`config.mk`:
```
export PLATFORM = sky130hd
export DESIGN_NAME = multicycle_control
export DESIGN_NICKNAME = d
export VERILOG_FILES = /design/src/rtl/multicycle_control.sv
export SDC_FILE = /design/constraint.sdc
export NUM_CORES = 1
export LEC_CHECK = 0
export CAP_MARGIN = 20
export CORE_UTILIZATION = 30
export DETAILED_ROUTE_END_ITERATION = 12
export SETUP_SLACK_MARGIN = 0.5
export SLEW_MARGIN = 10
export SYNTH_ARGS = -nofsm -noshare
export SYNTH_HDL_FRONTEND = slang
export SYNTH_SLANG_ARGS = --single-unit
```
`constraint.sdc`:
```
create_clock -name clk -period 2.5 [get_ports clk]
set_input_delay 0.25 -clock clk [delete_from_list [all_inputs] [get_ports clk]]
set_output_delay 0.25 -clock clk [all_outputs]
set_load 0.05 [all_outputs]
```
`src/rtl/multicycle_control.sv`:
```
// multicycle_control
// Sequencing FSM that runs the shared RISC-V datapath as a multi-cycle machine.
// Each instruction steps through FETCH, DECODE and one or more execute-class
// states. Mux selects and memory requests are registered from the next state,
// so they are glitch-free. Only pc_write and ir_write are qualified
// combinationally: by mem_ready in FETCH and by zero in BRANCH.
// The block also counts retired instructions and halts in TRAP on an
// unsupported opcode.

module multicycle_control #(
  parameter int CNT_W = 16
) (
  input  logic             clk,
  input  logic             rst,
  input  logic [6:0]       opcode,
  input  logic             zero,
  input  logic             mem_ready,
  output logic             pc_write,
  output logic             ir_write,
  output logic             iord,
  output logic             mem_read,
  output logic             mem_write,
  output logic             reg_write,
  output logic             memtoreg,
  output logic [1:0]       alusrc_a,
  output logic [1:0]       alusrc_b,
  output logic [1:0]       aluop,
  output logic             pcsource,
  output logic             halted,
  output logic [3:0]       state,
  output logic [CNT_W-1:0] retired
);

  typedef enum logic [3:0] {
    FETCH    = 4'd0,
    DECODE   = 4'd1,
    EXEC_R   = 4'd2,
    EXEC_I   = 4'd3,
    MEM_ADDR = 4'd4,
    MEM_RD   = 4'd5,
    MEM_WR   = 4'd6,
    WB_ALU   = 4'd7,
    WB_MEM   = 4'd8,
    BRANCH   = 4'd9,
    TRAP     = 4'd15
  } state_t;

  localparam logic [6:0] OP_R      = 7'd51;
  localparam logic [6:0] OP_IMM    = 7'd19;
  localparam logic [6:0] OP_LOAD   = 7'd3;
  localparam logic [6:0] OP_STORE  = 7'd35;
  localparam logic [6:0] OP_BRANCH = 7'd99;

  // Registered control word for one state. in_fetch and in_branch enable the
  // two handshake-qualified strobes.
  typedef struct packed {
    logic       mem_read;
    logic       mem_write;
    logic       iord;
    logic       reg_write;
    logic       memtoreg;
    logic [1:0] alusrc_a;
    logic [1:0] alusrc_b;
    logic [1:0] aluop;
    logic       pcsource;
    logic       halted;
    logic       in_fetch;
    logic       in_branch;
  } ctrl_t;

  // Moore control word for each state. All strobes and selects default to 0.
  function automatic ctrl_t decode_ctrl(input state_t s);
    ctrl_t c;
    c = '0;
    case (s)
      FETCH: begin
        c.mem_read = 1'b1;
        c.alusrc_b = 2'd1;
        c.in_fetch = 1'b1;
      end
      DECODE: begin
        c.alusrc_a = 2'd2;
        c.alusrc_b = 2'd2;
      end
      EXEC_R: begin
        c.alusrc_a = 2'd1;
        c.aluop    = 2'd2;
      end
      EXEC_I, MEM_ADDR: begin
        c.alusrc_a = 2'd1;
        c.alusrc_b = 2'd2;
      end
      MEM_RD: begin
        c.mem_read = 1'b1;
        c.iord     = 1'b1;
      end
      MEM_WR: begin
        c.mem_write = 1'b1;
        c.iord      = 1'b1;
      end
      WB_ALU: begin
        c.reg_write = 1'b1;
      end
      WB_MEM: begin
        c.reg_write = 1'b1;
        c.memtoreg  = 1'b1;
      end
      BRANCH: begin
        c.alusrc_a  = 2'd1;
        c.aluop     = 2'd1;
        c.pcsource  = 1'b1;
        c.in_branch = 1'b1;
      end
      TRAP: begin
        c.halted = 1'b1;
      end
      default: begin
        c = '0;
      end
    endcase
    return c;
  endfunction

  state_t state_q;
  state_t state_next;
  ctrl_t  ctrl_q;
  logic   retire;

  // Next-state selection and detection of an edge that completes an instruction.
  always_comb begin
    state_next = state_q;
    retire     = 1'b0;
    case (state_q)
      FETCH: begin
        if (mem_ready) state_next = DECODE;
      end
      DECODE: begin
        case (opcode)
          OP_R:               state_next = EXEC_R;
          OP_IMM:             state_next = EXEC_I;
          OP_LOAD, OP_STORE:  state_next = MEM_ADDR;
          OP_BRANCH:          state_next = BRANCH;
          default:            state_next = TRAP;
        endcase
      end
      EXEC_R, EXEC_I: begin
        state_next = WB_ALU;
      end
      MEM_ADDR: begin
        if (opcode == OP_LOAD)       state_next = MEM_RD;
        else if (opcode == OP_STORE) state_next = MEM_WR;
        else                         state_next = TRAP;
      end
      MEM_RD: begin
        if (mem_ready) state_next = WB_MEM;
      end
      MEM_WR: begin
        if (mem_ready) begin
          state_next = FETCH;
          retire     = 1'b1;
        end
      end
      WB_ALU, WB_MEM, BRANCH: begin
        state_next = FETCH;
        retire     = 1'b1;
      end
      TRAP: begin
        state_next = TRAP;
      end
      default: begin
        state_next = TRAP;
      end
    endcase
  end

  // Update the state, the registered control word and the retired counter.
  // The async reset forces the FETCH word, so write strobes drop at once.
  always_ff @(posedge clk or negedge rst) begin
    if (!rst) begin
      state_q <= FETCH;
      ctrl_q  <= decode_ctrl(FETCH);
      retired <= '0;
    end else begin
      state_q <= state_next;
      ctrl_q  <= decode_ctrl(state_next);
      if (retire) retired <= retired + CNT_W'(1);
    end
  end

  assign mem_read  = ctrl_q.mem_read;
  assign mem_write = ctrl_q.mem_write;
  assign iord      = ctrl_q.iord;
  assign reg_write = ctrl_q.reg_write;
  assign memtoreg  = ctrl_q.memtoreg;
  assign alusrc_a  = ctrl_q.alusrc_a;
  assign alusrc_b  = ctrl_q.alusrc_b;
  assign aluop     = ctrl_q.aluop;
  assign pcsource  = ctrl_q.pcsource;
  assign halted    = ctrl_q.halted;
  assign state     = state_q;

  // IR/PC loads happen only when the fetch completes, and never while reset is
  // held. A branch loads the PC only when the compare gives zero.
  assign ir_write = ctrl_q.in_fetch & mem_ready & rst;
  assign pc_write = (ctrl_q.in_fetch & mem_ready & rst) | (ctrl_q.in_branch & zero);

endmodule

```
==> reports/results.txt, run 1 <==
outcome: complete, no violations
Sw Ratio: 29.5%
TritonCTS clock tree: built
vias: 1,347
Net count, final: 218
DP Wirelength: 2510 microns
CTS Sinks: 32
pin count of the biggest net entering global routing: 33
H-tree Lvls: 2
logic gate share of total power: 15.9%
Peak VDD IR: 0.334 mV
fmax: 525 MHz
Top Ports: 46
area of the core: 5510 sq um
# setup viols final: 0
post-route ant nets: 0
skew final: 0.00937 ns
max cap viols: 0
Iter 0 DRT Violations: 35
Die W: 77.5 microns
Tmin final: 1.90 ns
Post-synth EDFFs: 0
ys async rst share: 100%
Fin. Hold Viols: 0
critical path arrival: 2.08 ns
Reg-to-Reg End: alusrc_b[1]
Pwr Density: 472 nW/um^2
RSZ-0062 raised after global routing: false
first-pass GRT wire length: 5870 microns
final WL: 3570 microns
post-synth net total: 162
DRC viols: 0
clock insertion delay at the later pin of the skew report: 0.29 ns
synthesized area: 1710 sq um
n_diodes: 0
crit path kind: input port to flip-flop
Syn Area/Cell: 11.4 sq um
GPL Wtd Cong: 0.798
P_int: 803 uW
Seq pwr share: 48.8%
gr ovfl total: 0
critical path fanouts, max: 5
initial antenna violation count: 0
P_sw: 336 uW
Max Transition Viols Final: 0
layout cells sized above 1: 20.3%
R2R depth: 5
Synth cell types: 53
max_slew headroom: 64.5%
Synth Instances: 150
Fin Setup TNS: 0 ns
r2r setup slk: 0.61 ns
HP Class: input port to async pin
via density per instance: 4.83
Die Ht: 77.5 microns
CTS Root Cell: clkbuf_8
first-pass detailed-route iteration total: 4
Placed Cells: 263
Clock transition at path regs: 0.08 ns
Die ar.: 6000 sq um
Clock power frac: 35.4%
Synth Warn #: 0
Worst EP required: 2.68 ns
Top FF cell, synth: dfrtp_1
Post-Layout Cell Count: 279
leakage power: 0.999 nW
area grow syn2layout: 41.3%
vias in the first global route: 1,244
Final period util: 76.1%
slew at the pin closest to its max-slew limit: 0.532 ns
CTS buffer count: 5
DR WL/cell: 12.8 microns
CP Capture Type: flip-flop
Initial Utilization: 31.0%
GR Util All Layers: 12.8%
Pwr Total: 1.14 mW
reg-to-reg startpoint: state[1]
Max clock buf depth: 2
fillers: 529
row count: 27
sequential fraction of the synthesis area: 47.0%
Yosys reg bits: 32
IO Port Bufs: 45
Worst setup SP type: input port
## registers in the layout (all words and copies together), names as in the netlist
name,cells
retired,16
state,4
aluop,2
alusrc_a,2
alusrc_b,1
ctrl_q,1
halted,1
iord,1
mem_read,1
mem_write,1
memtoreg,1
reg_write,1
## synth_stat cells (2+ instances only)
cell | instances | area [sq um]
a21oi_1 | 2 | 10.0
xor2_1 | 5 | 43.8
mux2i_1 | 2 | 20.0
nand2_1 | 11 | 41.3
nor2_1 | 10 | 37.5
buf_6 | 2 | 22.5
o21ai_1 | 3 | 15.0
and3_1 | 4 | 25.0
dfstp_2 | 2 | 52.6
nand3b_1 | 2 | 15.0
nor3_1 | 4 | 20.0
dfrtp_1 | 30 | 751
and2_1 | 2 | 12.5
a311o_1 | 2 | 20.0
nand4bb_4 | 2 | 55.1
xnor2_1 | 11 | 96.3
a211o_1 | 2 | 17.5
nand2b_1 | 7 | 43.8
nor2b_1 | 2 | 12.5
nor4_1 | 2 | 12.5
nand3_1 | 9 | 45.0
a211oi_1 | 2 | 15.0
o21ai_0 | 2 | 10.0
## cells in the final DEF, fill, tap and decap left out, drive strengths merged, types with 2 or more instances in the layout
cell            n
a211o           2
a211oi          2
a21oi           2
a311o           2
a311oi          2
and2            2
and3            4
buf            11
clkbuf          5
clkdlybuf4s50  43
clkinv          2
clkinvlp        2
dfrtp          30
dfstp           2
inv             2
mux2i           2
nand2          11
nand2b          7
nand3           9
nand3b          2
nand4bb         2
nor2           11
nor2b           2
nor3            5
nor4            4
o21ai           5
xnor2          11
xor2            5
## per-stage QoR
| step | hold WS (ns) | setup slack (ns) | util (%) | cell area (sq um) |
|---|---|---|---|---|
| floorplan | -0.0456 | 0.515 | - | 1720 |
| global placement | 0.463 | 0.293 | 40.8 | 2250 |
| detailed placement | 0.466 | 0.279 | 40.8 | 2250 |
| CTS | 0.442 | 0.532 | 42.9 | 2360 |
| global route | 0.489 | 0.500 | 43.8 | 2410 |
| finish | 0.433 | 0.596 | 43.8 | 2410 |
## power groups by stage
stage               logic (mW)  registers [mW]  clock network [mW]
detailed placement       0.173           0.568                   0
global route             0.195           0.559               0.439
CTS                      0.178           0.556               0.419
floorplan               0.0504           0.616                   0
global placement         0.173           0.568                   0
finish                   0.181           0.556               0.403
## how the worst max path moves through the flow
stage | startpoint | to | cells after the start
after floorplan | state[2] | alusrc_b[1] | 6
after global placement | mem_ready | retired[12] | 6
after detailed placement | opcode[4] | alusrc_b[1] | 6
after CTS | state[1] | state[1] | 1
after global routing | opcode[0] | iord | 6
final | opcode[2] | alusrc_b[1] | 6
## repair_timing
item | 4_1_cts | 5_1_grt
hold buffers | 0 | 0
pin swaps | 0 | 2
setup buffers | 3 | 5
gates resized for setup | 1 | 1
endpoints found under the setup margin | 7 | 7
## layout make-up
cell class	instances	area (sq um)	area share, %
clock buffer	5	68.8	2.85
sequential	32	808	33.5
multi-input combinational	110	858	35.6
clock inverter	3	23.8	0.985
tap	72	90.1	3.73
timing repair buffer	54	548	22.7
inverter	3	16.3	0.674
## kinds of logic after synthesis
group | count (synthesis) | synth area share, %
AO/OA/AOI/OAI | 23 | 13.3
XOR/XNOR | 16 | 8.20
adder cells (fa/ha/maj) | 1 | 0.732
buffers and inverters | 8 | 3.22
flip-flops | 32 | 47.0
multiplexers | 3 | 1.83
AND/OR/NAND/NOR | 67 | 25.7
## routing by layer
| layer | vias up | wire length (microns) | track usage (%) |
|---|---|---|---|
| li1 | 653 | - | - |
| met1 | 648 | 1540 | 15.7 |
| met2 | 40 | 1780 | 20.8 |
| met3 | 6 | 209 | 4.12 |
| met4 | 0 | 44 | 5.09 |
| met5 | - | 0 | 0 |
## critical path, cell delays in order
cell	delay [ns]
clkdlybuf4s50_1	0.40
nand4bb_4	0.25
or3_1	0.37
a311oi_4	0.41
nor2_1	0.09
a211o_1	0.30
(Power assumes the default switching activity.)
==> inputs of run 2 (changes only) <==
==> constraint.sdc (replaced) <==
create_clock -name clk -period 1.7 [get_ports clk]
set_input_delay 0.17 -clock clk [delete_from_list [all_inputs] [get_ports clk]]
set_output_delay 0.17 -clock clk [all_outputs]
set_load 0.05 [all_outputs]
==> run 2 against run 1 <==
Compared with the run above: die area did not move; combinational power up 96%; the flow now finishes with violations (negative setup slack); critical endpoint is now alusrc_a[0]; clock power increased by 36%; register-to-register slack lost 0.75 ns; hold slack worse by 0.084 ns; clock skew is 0.00074 ns lower; setup slack worse by 0.74 ns; first-iteration DRC count increased by 37%; routed wire length rose by 33%; total power up 52%; design area up 28%; count of clock-buffer cells in the layout up 3; largest cell class unchanged.
==> reports/results.txt, run 2 (synthesis gave the netlist of run 1 again) <==
outcome: finished, violations left
failing checks: negative setup slack
hold slack: 0.349 ns
CTS Root Cell: clkbuf_8
via density per instance: 4.82
CP Capture Type: flip-flop
Tmin final: 1.84 ns
Max clock buf depth: 2
hold path startpoint: mem_ready
initial antenna violation count: 0
uppermost layer routed: met4
gr ovfl total: 0
Pwr Total: 1.73 mW
HP Class: input port to flip-flop
area grow syn2layout: 80.8%
P_int: 1.23 mW
final WL: 4770 microns
pin count of the biggest net entering global routing: 33
Top Ports: 46
vias: 1,551
WHS Path Cells: 2
multi-input logic area: 1150 sq um
Final period util: 108%
Net count, final: 261
CTS Sinks: 32
commonest non-fill, non-tap cells in the layout: buf_4, dfrtp_1, buf_6, dfrtp_2
met3 wire length: 236 microns
critical path arrival: 2.00 ns
Worst setup SP type: flip-flop
dpl cell area: 2560 sq um
leakage power: 1.46 nW
DRC viols: 0
max FFs per register: 16
slew at the pin closest to its max-slew limit: 0.409 ns
critical path fanouts, max: 5
crit path kind: flip-flop to flip-flop
Peak VDD IR: 0.230 mV
CTS buffer count: 5
Die W: 77.5 microns
Placed Cells: 295
GR Util All Layers: 15.0%
DP Wirelength: 2940 microns
met1 WL: 2060 microns
Seq pwr share: 47.6%
r2r setup slk: -0.14 ns
GPL Wtd Cong: 0.802
Die ar.: 6000 sq um
register area: 818 sq um
Sw Ratio: 28.5%
IO Port Bufs: 45
clock insertion delay at the later pin of the skew report: 0.28 ns
Worst EP required: 1.86 ns
Reg-to-Reg End: alusrc_a[0]
max_slew headroom: 72.8%
# setup viols final: 15
Hold Path End: alusrc_a[1]
area of the core: 5510 sq um
post-layout util: 56.1%
logic gate share of total power: 20.5%
P_sw: 493 uW
Fin. Hold Viols: 0
most common cell after layout, fill and taps aside: buf_4
reg-to-reg startpoint: state[3]
R2R depth: 5
H-tree Lvls: 2
max cap viols: 0
Max Transition Viols Final: 0
fmax: 542 MHz
Clock transition at path regs: 0.07 ns
Die Ht: 77.5 microns
first-pass GRT wire length: 7020 microns
fillers: 454
Iter 0 DRT Violations: 48
row count: 27
Worst setup startpoint: state[3]
first-pass detailed-route iteration total: 4
RSZ-0062 raised after global routing: true
Clock power frac: 31.8%
Post-Layout Cell Count: 322
skew final: 0.00863 ns
vias in the first global route: 1,458
TritonCTS clock tree: built
largest reg by FF count: retired
post-route ant nets: 0
n_diodes: 0
Pwr Density: 559 nW/um^2
DR WL/cell: 14.8 microns
worst setup margin: -0.144 ns
post-route cell area: 3090 sq um
Initial Utilization: 31.0%
layout cells sized above 1: 66.0%
DR WL met2: 2410 microns
-- run 2: changes by cell type in the layout (fill, tap and decap cells not counted), sizes merged --
cell / change
buf: +68
clkbuf: +4
clkdlybuf4s15: +7
clkdlybuf4s50: -39
clkinv: -1
clkinvlp: -2
dlymetal6s2s: +5
o22ai: +1
-- run 2: layer usage --
layer | track usage [%] | vias to the layer above
met5 | 0 | -
li1 | - | 741
met3 | 3.29 | 5
met4 | 6.79 | 0
met1 | 19.6 | 754
met2 | 23.7 | 51
-- run 2: area by class of cell --
class                      instances  area share (%)
clock buffer                       8            2.59
inverter                           3           0.527
multi-input combinational        111            37.3
sequential                        32            26.5
tap                               72            2.92
timing repair buffer              96            30.1
-- run 2: repair_timing --
| item | CTS | global route |
|---|---|---|
| pin swaps | 21 | 31 |
| setup endpoints to repair | 50 | 37 |
| buffers inserted | 11 | 7 |
| resized for setup | 85 | 44 |
| hold buffers | 0 | 0 |
| cloned | 1 | 0 |
-- run 2: worst max-delay path, cell delays in order (launching register included) --
cell,delay [ns]
dfrtp_2,0.46
or4b_4,0.55
o32a_4,0.26
clkinv_4,0.09
nor2_4,0.03
a311o_1,0.33
-- run 2: worst max-delay path by stage --
stage / endpoint / slack, ns / cells past startpoint
2_1_floorplan: alusrc_a[0] / -0.23 / 6
3_3_place_gp: alusrc_a[0] / -0.39 / 6
3_5_place_dp: alusrc_a[0] / -0.42 / 7
4_1_cts: alusrc_a[0] / -0.09 / 6
5_1_grt: alusrc_a[0] / -0.16 / 7
6_report: alusrc_a[0] / -0.14 / 5
-- run 2: per-stage QoR --
step / TNS [ns] / setup WS, ns
after CTS: -0.422 / -0.0946
after global placement: -5.77 / -0.386
after floorplan: -1.30 / -0.226
final: -0.719 / -0.144
after global routing: -1.66 / -0.164
after detailed placement: -5.89 / -0.422
-- run 2: power groups by stage --
stage	sequential [mW]	clock, mW	combinational [mW]
floorplan	0.909	0	0.0784
global placement	0.829	0	0.294
detailed placement	0.830	0	0.295
CTS	0.820	0.567	0.327
global route	0.824	0.612	0.377
finish	0.822	0.550	0.355
